File: src/rtl/json_hw_pkg.sv
// json_hw_pkg: shared types and character constants for the JSON lexer.
//   token_kind_e  : kinds of token reported on tok_kind
//   error_kind_e  : kinds of error reported on err_kind
//   lex_state_e   : lexer FSM states
//   helper functions classify bytes and look up literal spellings.
package json_hw_pkg;

   typedef enum logic [3:0] {
      OBJ_BEGIN, OBJ_END, ARR_BEGIN, ARR_END, COLON, COMMA,
      STRING, NUMBER, TRUE, FALSE, NULL
   } token_kind_e;

   typedef enum logic [1:0] {
      UNEXPECTED_CHAR, BRACKET_MISMATCH, DEPTH_OVERFLOW, UNEXPECTED_EOI
   } error_kind_e;

   typedef enum logic [2:0] {IDLE, STR, STR_ESC, NUM, LIT, DRAIN} lex_state_e;

   localparam logic [7:0] CH_SPACE  = 8'h20;
   localparam logic [7:0] CH_TAB    = 8'h09;
   localparam logic [7:0] CH_LF     = 8'h0A;
   localparam logic [7:0] CH_CR     = 8'h0D;
   localparam logic [7:0] CH_LBRACE = 8'h7B;
   localparam logic [7:0] CH_RBRACE = 8'h7D;
   localparam logic [7:0] CH_LBRACK = 8'h5B;
   localparam logic [7:0] CH_RBRACK = 8'h5D;
   localparam logic [7:0] CH_COLON  = 8'h3A;
   localparam logic [7:0] CH_COMMA  = 8'h2C;
   localparam logic [7:0] CH_QUOTE  = 8'h22;
   localparam logic [7:0] CH_BSLASH = 8'h5C;
   localparam logic [7:0] CH_MINUS  = 8'h2D;
   localparam logic [7:0] CH_PLUS   = 8'h2B;
   localparam logic [7:0] CH_DOT    = 8'h2E;
   localparam logic [7:0] CH_LO_E   = 8'h65;
   localparam logic [7:0] CH_UP_E   = 8'h45;
   localparam logic [7:0] CH_T      = 8'h74;
   localparam logic [7:0] CH_F      = 8'h66;
   localparam logic [7:0] CH_N      = 8'h6E;

   function automatic logic is_ws(input logic [7:0] c);
      return (c == CH_SPACE) || (c == CH_TAB) || (c == CH_LF) || (c == CH_CR);
   endfunction

   function automatic logic is_digit(input logic [7:0] c);
      return (c >= 8'h30) && (c <= 8'h39);
   endfunction

   function automatic logic is_num_char(input logic [7:0] c);
      return is_digit(c) || (c == CH_DOT) || (c == CH_LO_E) || (c == CH_UP_E) ||
             (c == CH_PLUS) || (c == CH_MINUS);
   endfunction

   // sel: 0 = true, 1 = false, 2 = null. Returns the character at position idx.
   function automatic logic [7:0] lit_char(input logic [1:0] sel, input logic [2:0] idx);
      logic [39:0] s;
      case (sel)
         2'd0:    s = {"true", 8'h00};
         2'd1:    s = "false";
         default: s = {"null", 8'h00};
      endcase
      s = s << {idx, 3'b000};
      return s[39:32];
   endfunction

   function automatic logic [2:0] lit_last(input logic [1:0] sel);
      return (sel == 2'd1) ? 3'd4 : 3'd3;
   endfunction

endpackage

File: src/rtl/json_depth_stack.sv
// json_depth_stack: bracket-type stack for the JSON lexer.
//   clk, rst    : clock, asynchronous active-high reset
//   clear       : empty the stack (end of document)
//   push        : push push_type (1 = array, 0 = object); ignored when full
//   pop         : discard the top entry; ignored when empty
//   top         : type of the innermost open bracket
//   depth       : number of open brackets
//   full, empty : depth == MAX_DEPTH, depth == 0
module json_depth_stack
#(
   parameter int MAX_DEPTH = 16,
   parameter int DEPTH_W   = $clog2(MAX_DEPTH + 1)
)
(
   input  logic               clk,
   input  logic               rst,
   input  logic               clear,
   input  logic               push,
   input  logic               pop,
   input  logic               push_type,
   output logic               top,
   output logic [DEPTH_W-1:0] depth,
   output logic               full,
   output logic               empty
);

   // Entry 0 is the top of stack; pushes shift older entries upward.
   logic [MAX_DEPTH-1:0] types;

   assign full  = (depth == DEPTH_W'(MAX_DEPTH));
   assign empty = (depth == '0);
   assign top   = types[0];

   always_ff @(posedge clk or posedge rst) begin
      if (rst) begin
         depth <= '0;
      end else if (clear) begin
         depth <= '0;
      end else if (push && !full) begin
         depth <= depth + 1'b1;
      end else if (pop && !empty) begin
         depth <= depth - 1'b1;
      end
   end

   // Contents are only meaningful below depth, so they need no reset.
   always_ff @(posedge clk) begin
      if (!clear && push && !full) begin
         types <= (types << 1) | MAX_DEPTH'(push_type);
      end else if (!clear && pop && !empty) begin
         types <= types >> 1;
      end
   end

endmodule

File: src/rtl/json_stream_lexer.sv
// json_stream_lexer: byte-stream JSON tokenizer with bracket checking.
//   in_valid/in_ready/in_data/in_last : input byte stream, in_last ends a document
//   tok_valid/tok_ready               : token handshake (one registered stage)
//   tok_kind/tok_pos/tok_depth        : token kind, offset of first byte, nesting level
//   err_valid/err_kind/err_pos        : first error of the current document
//   doc_done                          : pulse after an error-free final byte
module json_stream_lexer
   import json_hw_pkg::*;
#(
   parameter int MAX_DEPTH = 16,
   parameter int POS_W     = 32
)
(
   input  logic                           clk,
   input  logic                           rst,
   input  logic                           in_valid,
   output logic                           in_ready,
   input  logic [7:0]                     in_data,
   input  logic                           in_last,
   output logic                           tok_valid,
   input  logic                           tok_ready,
   output token_kind_e                    tok_kind,
   output logic [POS_W-1:0]               tok_pos,
   output logic [$clog2(MAX_DEPTH+1)-1:0] tok_depth,
   output logic                           err_valid,
   output error_kind_e                    err_kind,
   output logic [POS_W-1:0]               err_pos,
   output logic                           doc_done
);

   localparam int DW = $clog2(MAX_DEPTH + 1);

   lex_state_e        state, nxt;
   logic [POS_W-1:0]  pos, start_pos, emit_pos;
   logic [1:0]        lit_sel;
   logic [2:0]        lit_idx;
   logic              stall, num_flush, accept, num_stop;
   logic              emit, err, done, open, push, pop, clear;
   token_kind_e       emit_kind;
   error_kind_e       err_code;
   logic [DW-1:0]     emit_depth, depth_after, depth;
   logic              top, full, empty;

   assign stall     = tok_valid && !tok_ready;
   assign num_stop  = (state == NUM) && in_valid && !is_num_char(in_data);
   // A number ends on the first foreign byte: emit it and leave the byte for IDLE.
   assign num_flush = num_stop && !stall;
   assign in_ready  = (state == DRAIN) || (!stall && !num_stop);
   assign accept    = in_valid && in_ready;
   assign clear     = accept && in_last;

   json_depth_stack #(.MAX_DEPTH(MAX_DEPTH), .DEPTH_W(DW)) u_stack (
      .clk       (clk),
      .rst       (rst),
      .clear     (clear),
      .push      (push),
      .pop       (pop),
      .push_type (in_data == CH_LBRACK),
      .top       (top),
      .depth     (depth),
      .full      (full),
      .empty     (empty)
   );

   always_comb begin
      emit        = 1'b0;
      emit_kind   = OBJ_BEGIN;
      emit_pos    = pos;
      emit_depth  = depth;
      err         = 1'b0;
      err_code    = UNEXPECTED_CHAR;
      nxt         = state;
      open        = 1'b0;
      done        = 1'b0;
      push        = 1'b0;
      pop         = 1'b0;
      depth_after = depth;
      if (num_flush) begin
         emit      = 1'b1;
         emit_kind = NUMBER;
         emit_pos  = start_pos;
         nxt       = IDLE;
      end else if (accept) begin
         case (state)
            IDLE: begin
               if (is_ws(in_data)) begin
                  open = 1'b0;
               end else if (in_data == CH_LBRACE || in_data == CH_LBRACK) begin
                  if (full) begin
                     err      = 1'b1;
                     err_code = DEPTH_OVERFLOW;
                  end else begin
                     emit      = 1'b1;
                     emit_kind = (in_data == CH_LBRACE) ? OBJ_BEGIN : ARR_BEGIN;
                     push      = 1'b1;
                  end
               end else if (in_data == CH_RBRACE || in_data == CH_RBRACK) begin
                  if (empty || (top != (in_data == CH_RBRACK))) begin
                     err      = 1'b1;
                     err_code = BRACKET_MISMATCH;
                  end else begin
                     emit       = 1'b1;
                     emit_kind  = (in_data == CH_RBRACE) ? OBJ_END : ARR_END;
                     emit_depth = depth - DW'(1);
                     pop        = 1'b1;
                  end
               end else if (in_data == CH_COLON) begin
                  emit      = 1'b1;
                  emit_kind = COLON;
               end else if (in_data == CH_COMMA) begin
                  emit      = 1'b1;
                  emit_kind = COMMA;
               end else if (in_data == CH_QUOTE) begin
                  nxt  = STR;
                  open = 1'b1;
               end else if (in_data == CH_MINUS || is_digit(in_data)) begin
                  nxt  = NUM;
                  open = 1'b1;
               end else if (in_data == CH_T || in_data == CH_F || in_data == CH_N) begin
                  nxt  = LIT;
                  open = 1'b1;
               end else begin
                  err = 1'b1;
               end
            end
            STR: begin
               if (in_data == CH_BSLASH) begin
                  nxt  = STR_ESC;
                  open = 1'b1;
               end else if (in_data == CH_QUOTE) begin
                  emit      = 1'b1;
                  emit_kind = STRING;
                  emit_pos  = start_pos;
                  nxt       = IDLE;
               end else if (in_data < 8'h20) begin
                  err = 1'b1;
               end else begin
                  open = 1'b1;
               end
            end
            STR_ESC: begin
               nxt  = STR;
               open = 1'b1;
            end
            NUM: open = 1'b1;
            LIT: begin
               if (in_data != lit_char(lit_sel, lit_idx)) begin
                  err = 1'b1;
               end else if (lit_idx == lit_last(lit_sel)) begin
                  emit      = 1'b1;
                  emit_kind = (lit_sel == 2'd0) ? TRUE : (lit_sel == 2'd1) ? FALSE : NULL;
                  emit_pos  = start_pos;
                  nxt       = IDLE;
               end else begin
                  open = 1'b1;
               end
            end
            DRAIN: begin
               if (in_last) nxt = IDLE;
            end
            default: nxt = IDLE;
         endcase
         depth_after = depth + DW'(push) - DW'(pop);
         // A number running into the end of the document is complete with this byte.
         if (in_last && state != DRAIN && !err) begin
            if (nxt == NUM) begin
               emit      = 1'b1;
               emit_kind = NUMBER;
               emit_pos  = (state == NUM) ? start_pos : pos;
               nxt       = IDLE;
               open      = 1'b0;
            end
            if (open || depth_after != '0) begin
               err      = 1'b1;
               err_code = UNEXPECTED_EOI;
            end else begin
               done = 1'b1;
            end
         end
      end
   end

   always_ff @(posedge clk or posedge rst) begin
      if (rst) begin
         state     <= IDLE;
         pos       <= '0;
         start_pos <= '0;
         lit_sel   <= 2'd0;
         lit_idx   <= 3'd0;
         tok_valid <= 1'b0;
         tok_kind  <= OBJ_BEGIN;
         tok_pos   <= '0;
         tok_depth <= '0;
         err_valid <= 1'b0;
         err_kind  <= UNEXPECTED_CHAR;
         err_pos   <= '0;
         doc_done  <= 1'b0;
      end else begin
         doc_done  <= done;
         // Error status lives for the rest of the document only.
         err_valid <= err || (state == DRAIN && !(accept && in_last));
         if (accept) pos <= in_last ? '0 : pos + 1'b1;
         if (accept && state == IDLE) begin
            start_pos <= pos;
            lit_idx   <= 3'd1;
            lit_sel   <= (in_data == CH_T) ? 2'd0 : (in_data == CH_F) ? 2'd1 : 2'd2;
         end else if (accept && state == LIT) begin
            lit_idx <= lit_idx + 1'b1;
         end
         if (emit && !err) begin
            tok_valid <= 1'b1;
            tok_kind  <= emit_kind;
            tok_pos   <= emit_pos;
            tok_depth <= emit_depth;
         end else if (tok_ready) begin
            tok_valid <= 1'b0;
         end
         if (err) begin
            err_kind <= err_code;
            err_pos  <= pos;
            state    <= in_last ? IDLE : DRAIN;
         end else begin
            state <= nxt;
         end
      end
   end

endmodule

File: config.mk
export PLATFORM = sky130hd
export DESIGN_NAME = json_stream_lexer
export DESIGN_NICKNAME = d
export VERILOG_FILES = /design/src/rtl/json_hw_pkg.sv /design/src/rtl/json_depth_stack.sv /design/src/rtl/json_stream_lexer.sv
export SDC_FILE = /design/constraint.sdc
export NUM_CORES = 1
export LEC_CHECK = 0
export CAP_MARGIN = 10
export CORE_ASPECT_RATIO = 0.8
export CORE_MARGIN = 5
export CORE_UTILIZATION = 50
export DETAILED_ROUTE_END_ITERATION = 7
export MAX_ROUTING_LAYER = met4
export PLACE_DENSITY = 0.72
export SLEW_MARGIN = 20
export SYNTH_ARGS = -nofsm -noshare
export SYNTH_HDL_FRONTEND = slang
export SYNTH_SLANG_ARGS = --single-unit
export TNS_END_PERCENT = 100
File: constraint.sdc
create_clock -name clk -period 6.05 [get_ports clk]
set_input_delay 1.21 -clock clk [delete_from_list [all_inputs] [get_ports clk]]
set_output_delay 1.21 -clock clk [all_outputs]
set_load 0.02 [all_outputs]
-- Yosys cells after proc, flatten, opt, wreduce, memory -nomap -nowiden
Index checks and enable logic that the tools add are counted.
- bitwise operators: 1
- divide/modulo/power cells: 0
- multipliers: 0
- $add $sub $neg: 6
- reduce and logical (&&, ||, !) cells: 56
- mux-type cells: 160
- $lt $le $gt $ge: 3
- equal/unequal tests: 32
- shift operators: 1
- operators by type and width (kind ; count):
    32-bit two-way mux ; 10
    40-bit two-way mux ; 3
    3-bit two-way mux ; 28
    8-bit by 7-bit equality test with 1-bit output (second input constant) ; 10
    1-bit two-way mux ; 75
    37-bit one-hot mux with 2 select lines ; 1
    32-bit one-hot mux with 2 select lines ; 1
    8-bit by 6-bit equality test with 1-bit output (second input constant) ; 7
    5-bit two-way mux ; 10
    40-bit by 6-bit << shifter with 40-bit output ; 1
    4-bit two-way mux ; 9
    32-bit by 1-bit adder with 32-bit output (second input constant) ; 1
    16-bit two-way mux ; 2
    2-bit two-way mux ; 16
    8-bit by 4-bit equality test with 1-bit output (second input constant) ; 3
    1-bit logical AND ; 20
    3-bit one-hot mux with 6 select lines ; 1
    1-bit logical OR ; 17
    16-bit by 1-bit bitwise OR with 16-bit output ; 1
    4-bit one-hot mux with 3 select lines ; 1
    3-bit by 2-bit equality test with 1-bit output (second input constant) ; 3
    1-bit zero test ; 9
    8-bit by 6-bit >= comparator with 1-bit output (second input constant) ; 1
    8-bit by 6-bit <= comparator with 1-bit output (second input constant) ; 1
    other kinds (23) ; 28
- ROM bits: 0
- output and inout bits: 79
- flip-flop bits (word level): 171
- memory bits (writable): 0
- memories: 0
- latch bits: 0

-- Depth between registers and ports, before layout
- word-level depth: 34
- depth in mapped cells: 22
- depth with buffers taken out: 20

-- Cells and area by module
From an unflattened synthesis, not the netlist that was laid out.
- cell total of the unflattened synthesis: 857
- area total of the unflattened synthesis: 9272.6 µm²
- by module, submodules not included (module ; instances ; cells an instance ; area each (µm²)):
    json_stream_lexer ; 1 ; 775 ; 8131.5
    json_depth_stack ; 1 ; 82 ; 1141.1

-- Worst setup path after synthesis
OpenSTA, ideal clock, no wires.
- kind: in2reg
- start point: input in_data[4]
- end point: register tok_pos[2]
- stages on the path: 21
- slack: 978 ps
- arrival: 4947 ps
- path buffers: 3
- setup time: 125 ps
- cell sequence: buf_2 -> clkbuf_1 -> nand3_1 -> or3_1 -> nand2_1 -> nor2_1 -> ha_1 -> inv_1 -> ha_1 -> inv_1 -> fa_1 -> o21bai_1 -> a21oi_1 -> xnor2_1 -> nand3_1 -> a211o_1 -> o21ai_1 -> a21oi_2 -> a21oi_4 -> buf_6 -> mux2_2
- longest elaborated chain between the ends: 26
- RTL lines (element ; line ; RTL):
    from (decl) ; json_stream_lexer.sv:18 ; input logic [7:0] in_data,
    parallel branches: the longest is 26 deep, another holds 8-bit by 6-bit >= comparator with 1-bit output ; -- ;
    to (signal assigned) ; json_stream_lexer.sv:213 ; tok_pos <= emit_pos;
    to (decl) ; json_stream_lexer.sv:23 ; output logic [POS_W-1:0] tok_pos,
Parallel ways; which one is timed is not known. The select of a mux whose other input is x is not followed.
A chain may end at the register's enable or synchronous reset.

-- Worst setup path after layout
- start point: input in_data[6]
- end point: register tok_pos[2]
The elaborated chain is that of the path after synthesis.

==> flow_metrics.py <==
metrics = {
    "yosys": {
        "yosys_warnings": 0,
        "ys_types": 71,
        "ys_seq_elements": 171,
        "synth_fa_ha_area_share_pct": 2.225,
        "ys.flop_type": "dfrtp_1",
        "yosysSeqAreaShare_pct": 49.69,
        "synth_compound_area_share_pct": 8.544,
        "synthArstFlopShare_pct": 90.64,
        "synthSimpleGateAreaFrac_pct": 12.97,
        "syn-instance-count": 762,
        "synth_top_area_share_pct": 44.22,
        "syn_area_per_cell_um2": 11.51,
        "netlist_top_cells_area": "dfrtp_1, mux2_2, edfxtp_1, xor2_1, nand2_1",
        "yosys.area.top_type": "dfrtp_1",
        "muxShareOfSynthArea_pct": 19.94,
        "synth_xor_xnor_area_share_pct": 3.495,
        "syn_area_um2": 8772,
        "synth_edf_count": 16,
        "synth_fp_nets": 790,
        "synth_top_family_by_area": "multiplexers",
    },
    "setup_path": {
        "r2r_slack_ns": 1.55,
        "cp_max_fo": 25,
        "worst_setup_path_start_kind": "primary input",
        "crit_arrival_ns": 5.69,
        "r2r_cells": 19,
        "r2r-start": "state[1]$_DFFE_PP0P_",
        "end_kind": "flop",
        "crit_type": "primary input to flop",
        "cp.required_ns": 6.36,
        "r2r_end": "tok_pos[2]$_DFFE_PP0P_",
    },
    "cts": {
        "postCtsHoldBufs": 0,
        "cts_setup_buffers": 0,
        "clk_pin_slew_ns": 0.07,
        "cts_max_path_buffers": 2,
        "cts.sinks": 171,
        "htreeDepth": 4,
        "cts_made_buffers": 17,
        "cts_root_buf": "clkbuf_16",
        "cts_tree": "yes",
        "post_cts_resized": 0,
        "clkLatencyLatePin_ns": 0.44,
    },
    "final_layout": {
        "nFillCells": 1343,
        "drive_gt1_share_pct": 24.91,
        "area_delta_synth_final_pct": 20.68,
        "final_cells": 1092,
        "design_area_um2": 10590,
        "fin_nets": 882,
        "antenna_cells": 0,
    },
    "drt": {
        "drc": 0,
        "ant_nets": 0,
        "drt_iter0_markers": 448,
        "viasPerCell": 5.652,
        "wl_mm": 19.63,
        "first_pass_iters": 5,
        "wire_per_inst_um": 17.98,
        "vias": 6172,
    },
    "global_routing": {
        "antenna_found_initial": 0,
        "first_global_vias": 6269,
        "grt_max_degree": 118,
        "grt_pass1_wl_mm": 32.61,
        "grt-ovfl-total": 0,
        "grt_usage_pct": 20.73,
    },
    "place": {
        "globalplace.congestion": 0.8915,
        "dpl.cell_count": 1060,
        "port_buffers": 91,
        "dp_hpwl_mm": 13.74,
        "placed_area_um2": 9966,
    },
    "sta": {
        "fin_crit_sh_pct": 88.92,
        "final_max_slew_viol_count": 0,
        "fin_skew_ns": 0.02643,
        "fin_setup_tns_ns": 0,
        "finalSetupViolations": 0,
        "tightest_slew_ns": 0.9980,
        "rsz0062_at_grt": "false",
        "whs_ns": 0.4936,
        "fmax_mhz": 185.9,
        "period_needed_ns": 5.379,
        "relSlewSlack_pct": 33.29,
        "report.final.hold_viol_count": 0,
    },
    "outcome": {
        "run_status": "completed",
    },
    "job": {
        "drv_cap": 0,
    },
    "worst_hold_path": {
        "hp-start": "tok_depth[0]$_DFFE_PP0P_",
        "holdCritPathClass": "flop to flop",
        "holdPathEnd": "tok_depth[0]$_DFFE_PP0P_",
        "min_path_cells": 1,
    },
    "floorplan": {
        "die-width_um": 158.1,
        "core_um2": 17270,
        "rows": 43,
        "die-area_um2": 20310,
        "ios": 92,
        "die_y_um": 128.5,
        "start_util_pct": 50.79,
    },
    "power": {
        "leakagePower_nw": 4.691,
        "peakVddDrop_v": 0.0002124,
        "powerDensity_nw_per_um2": 287.0,
        "power_mw": 3.039,
    },
}
==> synthesized netlist by cell type, drive strengths merged, types with 10 or more instances <==
cell type,count
nor2,55
inv,18
nand2b,11
buf,23
nor3,12
a21oi,23
edfxtp,16
mux2,150
clkbuf,15
o21ai,35
nand3,15
or3,10
xor2,24
ha,14
nand2,55
dfrtp,155
and3,12
xnor2,11
==> kinds of logic after synthesis <==
kind of cell | after synthesis
muxes | 156
AOI/OAI and AO/OA | 112
DFF | 171
and+or+nand+nor | 217
xor gates and xnor gates | 35
buffers and inverters | 56
adders and majority gates | 15
==> metal layers <==
layer	part of all wire, %	vias up	global-route usage [%]
met5	0	-	-
met3	4.4	14	4.001
li1	-	2928	-
met4	1.1	0	5.918
met2	46	147	30.61
met1	48	3083	29.37
==> state kept, by name (all words and copies together), names as in the netlist, 2 cells and up <==
| signal | cells |
|---|---|
| err_kind | 2 |
| err_pos | 32 |
| u_stack.types | 16 |
| start_pos | 32 |
| pos | 32 |
| u_stack.depth | 5 |
| tok_kind | 4 |
| state | 3 |
| tok_pos | 32 |
| lit_idx | 3 |
| lit_sel | 2 |
| tok_depth | 5 |
==> cell usage in the layout (no fill, tap or decap), drive strengths merged, types with 12 or more instances in the layout <==
| master | synthesis | routed |
|---|---|---|
| nor2 | 55 | 55 |
| edfxtp | 16 | 16 |
| nand2 | 55 | 55 |
| inv | 18 | 23 |
| buf | 23 | 20 |
| xor2 | 24 | 24 |
| dfrtp | 155 | 155 |
| nor3 | 12 | 12 |
| ha | 14 | 14 |
| clkdlybuf4s50 | 0 | 91 |
| a21oi | 23 | 23 |
| clkbuf | 15 | 19 |
| o21ai | 35 | 35 |
| and3 | 12 | 12 |
| nand3 | 15 | 15 |
| mux2 | 150 | 150 |
==> critical path: stages <==
cell	delay, ns
clkdlybuf4s50_1	0.57
nor2b_1	0.31
nand3_1	0.13
or3_1	0.40
nand2_1	0.12
nor2_1	0.06
ha_1	0.26
inv_1	0.05
ha_1	0.15
inv_1	0.05
fa_1	0.39
o21bai_1	0.16
a21oi_1	0.10
xnor2_1	0.15
nand3_1	0.14
a211o_1	0.27
o21ai_1	0.26
a21oi_4	0.11
a21oi_4	0.21
buf_12	0.22
mux2_2	0.35
==> how the worst max path moves through the flow <==
stage               start                       end  cells past startpoint
2_1_floorplan         rst        doc_done$_DFF_PP0_                      1
3_5_place_dp   in_data[6]   tok_pos[21]$_DFFE_PP0P_                     21
5_1_grt        in_data[6]  tok_depth[3]$_DFFE_PP0P_                     21
6_report       in_data[6]    tok_pos[2]$_DFFE_PP0P_                     21
4_1_cts        in_data[6]   tok_pos[29]$_DFFE_PP0P_                     21
3_3_place_gp   in_data[6]   tok_pos[18]$_DFFE_PP0P_                     21
==> area by class of cell <==
cell class | instances | area, um2 | area share [%]
clock buffers | 19 | 464.2 | 4.385
clock inverters | 13 | 153.9 | 1.454
inverters | 18 | 75.07 | 0.7091
multi-input cells | 535 | 4167 | 39.36
flip-flops and latches | 171 | 4359 | 41.18
well taps | 225 | 281.5 | 2.659
repair buffers | 111 | 1086 | 10.26
==> power breakdown <==
group / internal (mW) / switching (mW)
Combinational: 0.275 / 0.353
Sequential: 1.22 / 0.0742
Clock: 0.621 / 0.498
==> per-stage QoR <==
| stage | util, % | setup WS, ns |
|---|---|---|
| finish | 61.30 | 0.6706 |
| global route | 61.30 | 0.3185 |
| CTS | 61.28 | 0.6862 |
| global placement | 57.70 | 0.3283 |
| floorplan | - | 0.6618 |
| detailed placement | 57.70 | 0.2374 |
Power figures use the tool's default switching activity.
